`config.mk`:
```
export PLATFORM = sky130hd
export DESIGN_NAME = line_arbiter_flat
export DESIGN_NICKNAME = d
export VERILOG_FILES = /design/src/rtl/line_arbiter_if.sv /design/src/rtl/line_arbiter.sv /design/src/flat_wrapper.sv
export SDC_FILE = /design/constraint.sdc
export NUM_CORES = 1
export LEC_CHECK = 0
export ABC_AREA = 1
export CAP_MARGIN = 20
export CORE_AREA = 2 2 544 546
export DETAILED_ROUTE_END_ITERATION = 7
export DIE_AREA = 0 0 546 548
export PLACE_DENSITY = 0.35
export REMOVE_ABC_BUFFERS = 1
export SETUP_SLACK_MARGIN = 0.02
export SYNTH_ARGS = -nofsm -noshare
export SYNTH_HDL_FRONTEND = slang
export SYNTH_SLANG_ARGS = --single-unit
```
`constraint.sdc`:
```
create_clock -name clk -period 1.7 [get_ports clk]
set_input_delay 0.255 -clock clk [delete_from_list [all_inputs] [get_ports clk]]
set_output_delay 0.255 -clock clk [all_outputs]
set_load 0.05 [all_outputs]
```
`src/rtl/line_arbiter_if.sv`:
```
// Bundle of the I-cache, D-cache and adaptor-side signals around the line arbiter.
// The slave modport is the arbiter's view; master is the caches/adaptor view.
interface line_arbiter_if #(
  parameter int s_offset = 5
);
  localparam int LW = (2**s_offset)*8;

  logic          i_read;
  logic [31:0]   i_address;
  logic [LW-1:0] i_rdata;
  logic          i_resp;

  logic          d_read;
  logic          d_write;
  logic [31:0]   d_address;
  logic [LW-1:0] d_wdata;
  logic [LW-1:0] d_rdata;
  logic          d_resp;

  logic          mem_read;
  logic          mem_write;
  logic [31:0]   mem_address;
  logic [LW-1:0] mem_wdata;
  logic [LW-1:0] mem_rdata;
  logic          mem_resp;

  logic [1:0]    owner;

  modport slave (
    input  i_read, i_address, d_read, d_write, d_address, d_wdata, mem_rdata, mem_resp,
    output i_rdata, i_resp, d_rdata, d_resp, mem_read, mem_write, mem_address, mem_wdata, owner
  );

  modport master (
    output i_read, i_address, d_read, d_write, d_address, d_wdata, mem_rdata, mem_resp,
    input  i_rdata, i_resp, d_rdata, d_resp, mem_read, mem_write, mem_address, mem_wdata, owner
  );
endinterface

```
`src/rtl/line_arbiter.sv`:
```
// Shares one cacheline adaptor port between I-cache and D-cache. D has fixed
// priority, but I wins once STARVE_LIMIT D grants have gone by while it waited.
module line_arbiter #(
  parameter int s_offset     = 5,
  parameter int STARVE_LIMIT = 4
) (
  input  logic          clk,
  input  logic          reset_n,
  line_arbiter_if.slave bus
);
  localparam int LW = (2**s_offset)*8;
  localparam int CW = $clog2(STARVE_LIMIT+1);
  localparam logic [CW-1:0] LIMIT     = CW'(STARVE_LIMIT);
  localparam logic [31:0]   ADDR_MASK = ~((32'd1 << s_offset) - 32'd1);

  typedef enum logic [2:0] {IDLE, I_RD, D_RD, D_WR, RESP} state_t;

  state_t        r_state;
  logic [CW-1:0] r_starve;
  logic          r_mem_read, r_mem_write;
  logic [31:0]   r_mem_address;
  logic [LW-1:0] r_mem_wdata;
  logic [LW-1:0] r_i_rdata, r_d_rdata;
  logic          r_i_resp, r_d_resp;
  logic [1:0]    r_owner;

  logic w_d_req, w_i_wins;

  assign w_d_req  = bus.d_read | bus.d_write;
  // I only beats a pending D request once the starvation budget is spent.
  assign w_i_wins = bus.i_read & (~w_d_req | (r_starve >= LIMIT));

  always_ff @(posedge clk or negedge reset_n) begin
    if (!reset_n) begin
      r_state       <= IDLE;
      r_starve      <= '0;
      r_mem_read    <= 1'b0;
      r_mem_write   <= 1'b0;
      r_mem_address <= '0;
      r_mem_wdata   <= '0;
      r_i_rdata     <= '0;
      r_d_rdata     <= '0;
      r_i_resp      <= 1'b0;
      r_d_resp      <= 1'b0;
      r_owner       <= 2'd0;
    end else begin
      case (r_state)
        IDLE: begin
          if (w_d_req && !w_i_wins) begin
            r_state       <= bus.d_write ? D_WR : D_RD;
            r_mem_write   <= bus.d_write;
            r_mem_read    <= ~bus.d_write;
            r_mem_address <= bus.d_address & ADDR_MASK;
            if (bus.d_write) r_mem_wdata <= bus.d_wdata;
            r_owner       <= 2'd2;
            if (bus.i_read && r_starve < LIMIT) r_starve <= r_starve + CW'(1);
          end else if (bus.i_read) begin
            r_state       <= I_RD;
            r_mem_read    <= 1'b1;
            r_mem_address <= bus.i_address & ADDR_MASK;
            r_owner       <= 2'd1;
            r_starve      <= '0;
          end
        end
        I_RD, D_RD, D_WR: begin
          if (bus.mem_resp) begin
            r_mem_read  <= 1'b0;
            r_mem_write <= 1'b0;
            r_state     <= RESP;
            if (r_state == I_RD) begin
              r_i_rdata <= bus.mem_rdata;
              r_i_resp  <= 1'b1;
            end else begin
              if (r_state == D_RD) r_d_rdata <= bus.mem_rdata;
              r_d_resp <= 1'b1;
            end
          end
        end
        RESP: begin
          r_i_resp <= 1'b0;
          r_d_resp <= 1'b0;
          r_owner  <= 2'd0;
          r_state  <= IDLE;
        end
        default: r_state <= IDLE;
      endcase
    end
  end

  assign bus.mem_read    = r_mem_read;
  assign bus.mem_write   = r_mem_write;
  assign bus.mem_address = r_mem_address;
  assign bus.mem_wdata   = r_mem_wdata;
  assign bus.i_rdata     = r_i_rdata;
  assign bus.d_rdata     = r_d_rdata;
  assign bus.i_resp      = r_i_resp;
  assign bus.d_resp      = r_d_resp;
  assign bus.owner       = r_owner;
endmodule
```
`src/flat_wrapper.sv`:
```
// flat-port wrapper written by rule: the top's interface ports become plain ports
module line_arbiter_flat 
#(
  parameter int s_offset     = 5,
  parameter int STARVE_LIMIT = 4
)
  (clk, reset_n, bus_i_read, bus_i_address, bus_d_read, bus_d_write, bus_d_address, bus_d_wdata, bus_mem_rdata, bus_mem_resp, bus_i_rdata, bus_i_resp, bus_d_rdata, bus_d_resp, bus_mem_read, bus_mem_write, bus_mem_address, bus_mem_wdata, bus_owner);
  line_arbiter_if #(.s_offset(s_offset)) bus_i ();
  input  logic clk;
  input  logic reset_n;
  input wire logic [$bits(bus_i.i_read)-1:0] bus_i_read;
  input wire logic [$bits(bus_i.i_address)-1:0] bus_i_address;
  input wire logic [$bits(bus_i.d_read)-1:0] bus_d_read;
  input wire logic [$bits(bus_i.d_write)-1:0] bus_d_write;
  input wire logic [$bits(bus_i.d_address)-1:0] bus_d_address;
  input wire logic [$bits(bus_i.d_wdata)-1:0] bus_d_wdata;
  input wire logic [$bits(bus_i.mem_rdata)-1:0] bus_mem_rdata;
  input wire logic [$bits(bus_i.mem_resp)-1:0] bus_mem_resp;
  output wire logic [$bits(bus_i.i_rdata)-1:0] bus_i_rdata;
  output wire logic [$bits(bus_i.i_resp)-1:0] bus_i_resp;
  output wire logic [$bits(bus_i.d_rdata)-1:0] bus_d_rdata;
  output wire logic [$bits(bus_i.d_resp)-1:0] bus_d_resp;
  output wire logic [$bits(bus_i.mem_read)-1:0] bus_mem_read;
  output wire logic [$bits(bus_i.mem_write)-1:0] bus_mem_write;
  output wire logic [$bits(bus_i.mem_address)-1:0] bus_mem_address;
  output wire logic [$bits(bus_i.mem_wdata)-1:0] bus_mem_wdata;
  output wire logic [$bits(bus_i.owner)-1:0] bus_owner;
  assign bus_i.i_read = bus_i_read;
  assign bus_i.i_address = bus_i_address;
  assign bus_i.d_read = bus_d_read;
  assign bus_i.d_write = bus_d_write;
  assign bus_i.d_address = bus_d_address;
  assign bus_i.d_wdata = bus_d_wdata;
  assign bus_i.mem_rdata = bus_mem_rdata;
  assign bus_i.mem_resp = bus_mem_resp;
  assign bus_i_rdata = bus_i.i_rdata;
  assign bus_i_resp = bus_i.i_resp;
  assign bus_d_rdata = bus_i.d_rdata;
  assign bus_d_resp = bus_i.d_resp;
  assign bus_mem_read = bus_i.mem_read;
  assign bus_mem_write = bus_i.mem_write;
  assign bus_mem_address = bus_i.mem_address;
  assign bus_mem_wdata = bus_i.mem_wdata;
  assign bus_owner = bus_i.owner;
  line_arbiter #(.s_offset(s_offset), .STARVE_LIMIT(STARVE_LIMIT)) u_core (.clk(clk), .reset_n(reset_n), .bus(bus_i));
endmodule
```
Word-level counts from Yosys, hierarchy flattened
Index checks and enable logic that the tools add are counted. Widths: inputs -> output; s select.

Bits in registers: 812. Input bits: 582. Word-level logic and storage cells: 75.

Add/sub/neg operators: 1. Order comparisons: 2. Eq/ne operators: 10. Mux-type cells: 25. Bitwise gates (word level): 6. Reductions and logical operators: 20.

Operators with widths (count): $mux 32 (2); $reduce_and 3->1 (7); $mux 3 (6); $mux 1 (9); $pmux 1 s2 (4); $reduce_bool 2->1 (4); $eq 3x2->1 const B (2); $ne 2x2->1 const B (3); $pmux 3 s2 (1); $reduce_and 2->1 (3); $mux 2 (2); $ne 2x1->1 const B (2); $pmux 2 s2 (1); $reduce_and 4->1 (1); $add 3x1->3 const B (1); $eq 3x1->1 const B (1); $eq 3x3->1 const B (1); $ge 3x3->1 const B (1); $logic_not 3->1 (1); $lt 3x3->1 const B (1); $ne 3x2->1 const B (1); $not 1->1 (3); $reduce_or 3->1 (1); $logic_and 1x1->1 (2); other kinds (3) (4).

Depth between registers and ports, before layout
Depth after elaboration: 8. Mapped depth: 9. Mapped depth without buffers: 7.

Worst setup path after synthesis
OpenSTA, ideal clock, no wires.

Path type: reg2reg. From: register u_core.r_state[1]. To: register u_core.r_mem_wdata[100] (netlist: u_core.bus.mem_wdata[100]). Library setup time: 119 ps. Arrival: 1230 ps. Data required time: 1581 ps. Slack: 350 ps. Stages on the path, launching flop included: 9. Path buffers: 2. Clock period less this slack: 1350 ps. Cells stage by stage: dfrtp_1 nor2_4 nand2_2 nor2_4 inv_2 buf_4 buf_4 nand2_1 nand2_1.

Cells in the longest elaborated chain, start to end: 2.

RTL lines: from (decl) (RTL line line_arbiter.sv:18) `state_t r_state;`; from (signal assigned) (RTL line line_arbiter.sv:50) `r_state <= bus.d_write ? D_WR : D_RD;`; $logic_not 3->1 (RTL line line_arbiter.sv:47) `case (r_state)`; $reduce_and 3->1 (no line); to (signal assigned) (RTL line line_arbiter.sv:54) `if (bus.d_write) r_mem_wdata <= bus.d_wdata;`; to (decl) (RTL line line_arbiter.sv:22) `logic [LW-1:0] r_mem_wdata;`.

No other way between the ends. A chain may end at the register's enable or synchronous reset.

Worst setup path after layout
From: register u_core.r_mem_wdata[197] (netlist: u_core.bus.mem_wdata[197]). To: output bus_mem_wdata[197].

RTL lines: to (decl) (RTL line flat_wrapper.sv:26) `output wire logic [$bits(bus_i.mem_wdata)-1:0] bus_mem_wdata;`.

No word-level cell between the ends.

==> results.toml <==
[critical_path]
crit_required_ns = 1.44
critical_path.top_delay_family = "flip-flops"
rrSetupSlack_ns = -0.02
cp-end-kind = "output port"
path_class = "flop to output port"
worstPathCellList = "buf_12"
slowest_stage = "dfrtp_2"
worstRegToRegCells = 9
cp-start-kind = "flop"
crit_arrival_ns = 1.55
r2r-end = "u_core.bus.mem_wdata[92]"
worst_path_largest_cell_delay_ns = 0.55
cp.buffers_inverters = 1
regToRegStartpoint = "u_core.r_state[1]"
cp_max_fo = 2

[drt]
wl_met2_mm = 99.5
first_pass_iters = 5
wl_per_cell_um = 23.3
routed_wl_mm = 220
ant_nets = 0
vias = 31300
drt_iter0_markers = 1968
topRoutingLayerUsed = "met5"
wl_met3_mm = 27.2
m1WireLength_mm = 88.3
vias_per_cell = 3.30
drc_errors = 0

[sta]
post-route-period-util_pct = 106
worst_slew_pin_slew_ns = 0.604
setup_violations = 41
finClkSkew_ns = 0.0712
max_freq_mhz = 555
maxSlewViolCount = 0
fin_ws_ns = -0.100
fin_tns_setup_ns = -0.975
rsz0062_at_grt = "yes"
relSlewSlack_pct = 59.7
hold_violations = 0
fin_crit_ns = 1.80
fin_hold_ws_ns = 0.0639

[floorplanning]
core_area_um2 = 293000
chipHeight_um = 548
dieArea_um2 = 299000
initial_core_util_pct = 10.4
rows = 199
ios = 1388
dieWidth_um = 546

[power]
total_power_mw = 144
max-vdd-ir-drop_uv = 1400
p_leak_nw = 30.2
power.density_nw_per_um2 = 2300

[min_path]
min_to = "u_core.bus.mem_wdata[234]"
hold_path.class = "primary input to flop"
whs_path_depth = 3
hp-start = "bus_d_wdata[234]"

[placed_design]
dpl-instance-area_um2 = 49300
dp_hpwl_mm = 175
numPortBuffers = 1372
dpl.cell_count = 8523
gp_congestion = 0.930
dp_slack_ns = -0.348

[logic_synthesis]
syn-mean-instance-area_um2 = 9.30
synth_area_leaders = "dfrtp_1 (66%), nand2_1 (18%), o21ai_0 (8.1%)"
ys_ff_latch = 807
synth.most_common_cell = "nand2_1"
yosys_most_used_dff = "dfrtp_1"
synth.cell_area_um2 = 30400
async_reset_ff_share_pct = 100
synth_top_area_share_pct = 66.4
yosysTopAreaCell = "dfrtp_1"
yosysSeqAreaShare_pct = 66.4
yosys-top-cells-count = "nand2_1 (1474), dfrtp_1 (807), o21ai_0 (492)"
synth_cell_type_count = 21
synth_edf_count = 0
ys.warnings.count = 0
syn_inst = 3270

[clock_tree]
cts_max_path_buffers = 4
clk_pin_slew_worst_paths_ns = 0.06
numCtsBuffers = 107
tritoncts = "built"
cts_root_buf = "clkbuf_16"
clock-sinks = 807
cts_max_level = 3
insertion_delay_ns = 0.84

[finish]
design_area_um2 = 62900
nets = 6013
final_cells = 9466
drive_gt1_share_pct = 28.5
area.growth.synth_to_final_pct = 107
finish.utilization_pct = 21.5

[grt]
grt_pass1_wl_mm = 282
globalRouteOverflowTotal = 0
first_global_vias = 31800
grt_usage_pct = 13.6
grt_max_degree = 90
antenna_found_initial = 130

[status]
status = "complete, but fails checks"
violations = "negative setup slack"

[run]
drv_cap = 0
==> timing repair <==
action                     in CTS  in global routing
gates cloned                    1                 49
hold endpoints to repair     1265                  0
buffers inserted              181                144
setup endpoints to repair     868                893
hold buffers                  343                  0
gates resized for setup       752                124
pin swaps                       1                  1
==> final cells by class <==
class	count	area (um2)
Antenna cell	36	90.1
Clock buffer	150	2990
Clock inverter	40	499
Fill cell	32300	230000
Inverter	267	1020
Multi-Input combinational cell	2016	8380
Sequential cell	807	20300
Tap cell	3919	4900
Timing Repair Buffer	2231	24800
==> cells by family after synthesis <==
group / Yosys count / share of synthesized area (%)
AND/OR/NAND/NOR: 1494 / 18.6
flip-flops: 807 / 66.4
AO/OA/AOI/OAI: 515 / 8.48
buffers and inverters: 451 / 6.41
XOR/XNOR: 1 / 0.0288
adder cells (fa/ha/maj): 1 / 0.0412
other: 1 / 0.0123
==> layout by cell type, fill, tap and decap left out, types with 7 or more instances in the layout <==
master and n:
clkinv_2 17, clkbuf_8 15, buf_12 161, buf_16 16, o21ai_1 66, nand2_2 25, clkinvlp_4 7, diode_2 36
nand2_1 1450, dfrtp_1 756, clkbuf_1 28, dlygate4sd3_1 343, buf_6 695, buf_8 22, o21ai_0 447, bufinv_16 8
inv_1 265, dfrtp_2 51, clkdlybuf4s50_1 570, clkbuf_16 143, buf_4 388
==> sequential cells by signal (all words and copies together), names as in the netlist <==
name,count
u_core.r_starve,3
u_core.r_state,3
u_core.bus.mem_read,1
u_core.bus.mem_write,1
u_core.bus.i_resp,1
u_core.bus.mem_wdata,256
u_core.bus.owner,2
u_core.bus.mem_address,27
u_core.bus.d_resp,1
u_core.bus.d_rdata,256
u_core.bus.i_rdata,256
==> per-layer routing <==
layer,global-route usage [%],vias to the layer above
met5,0,-
li1,-,14500
met1,15.7,15000
met3,8.04,349
met2,21.7,1302
met4,2.56,136
==> power by group <==
part / leakage [nW] / internal [mW] / switching, mW
sequential: 10.0 / 28.3 / 8.13
combinational: 18.5 / 31.7 / 53.1
clock: 1.69 / 13.5 / 9.71
total: 30.2 / 73.4 / 70.9
==> worst max path at each step <==
stage	startpoint	to	slack, ns	cells past startpoint
2_1_floorplan	u_core.r_state[1]	u_core.bus.mem_wdata[0]	-4.86	6
3_3_place_gp	bus_i_read	u_core.bus.mem_wdata[232]	-0.33	7
3_5_place_dp	bus_i_read	u_core.bus.mem_wdata[232]	-0.35	7
4_1_cts	u_core.bus.mem_wdata[197]	bus_mem_wdata[197]	-0.19	1
5_1_grt	u_core.bus.mem_wdata[197]	bus_mem_wdata[197]	-0.19	1
6_report	u_core.bus.mem_wdata[197]	bus_mem_wdata[197]	-0.10	1
No activity file was read; power rests on OpenSTA's default activity.
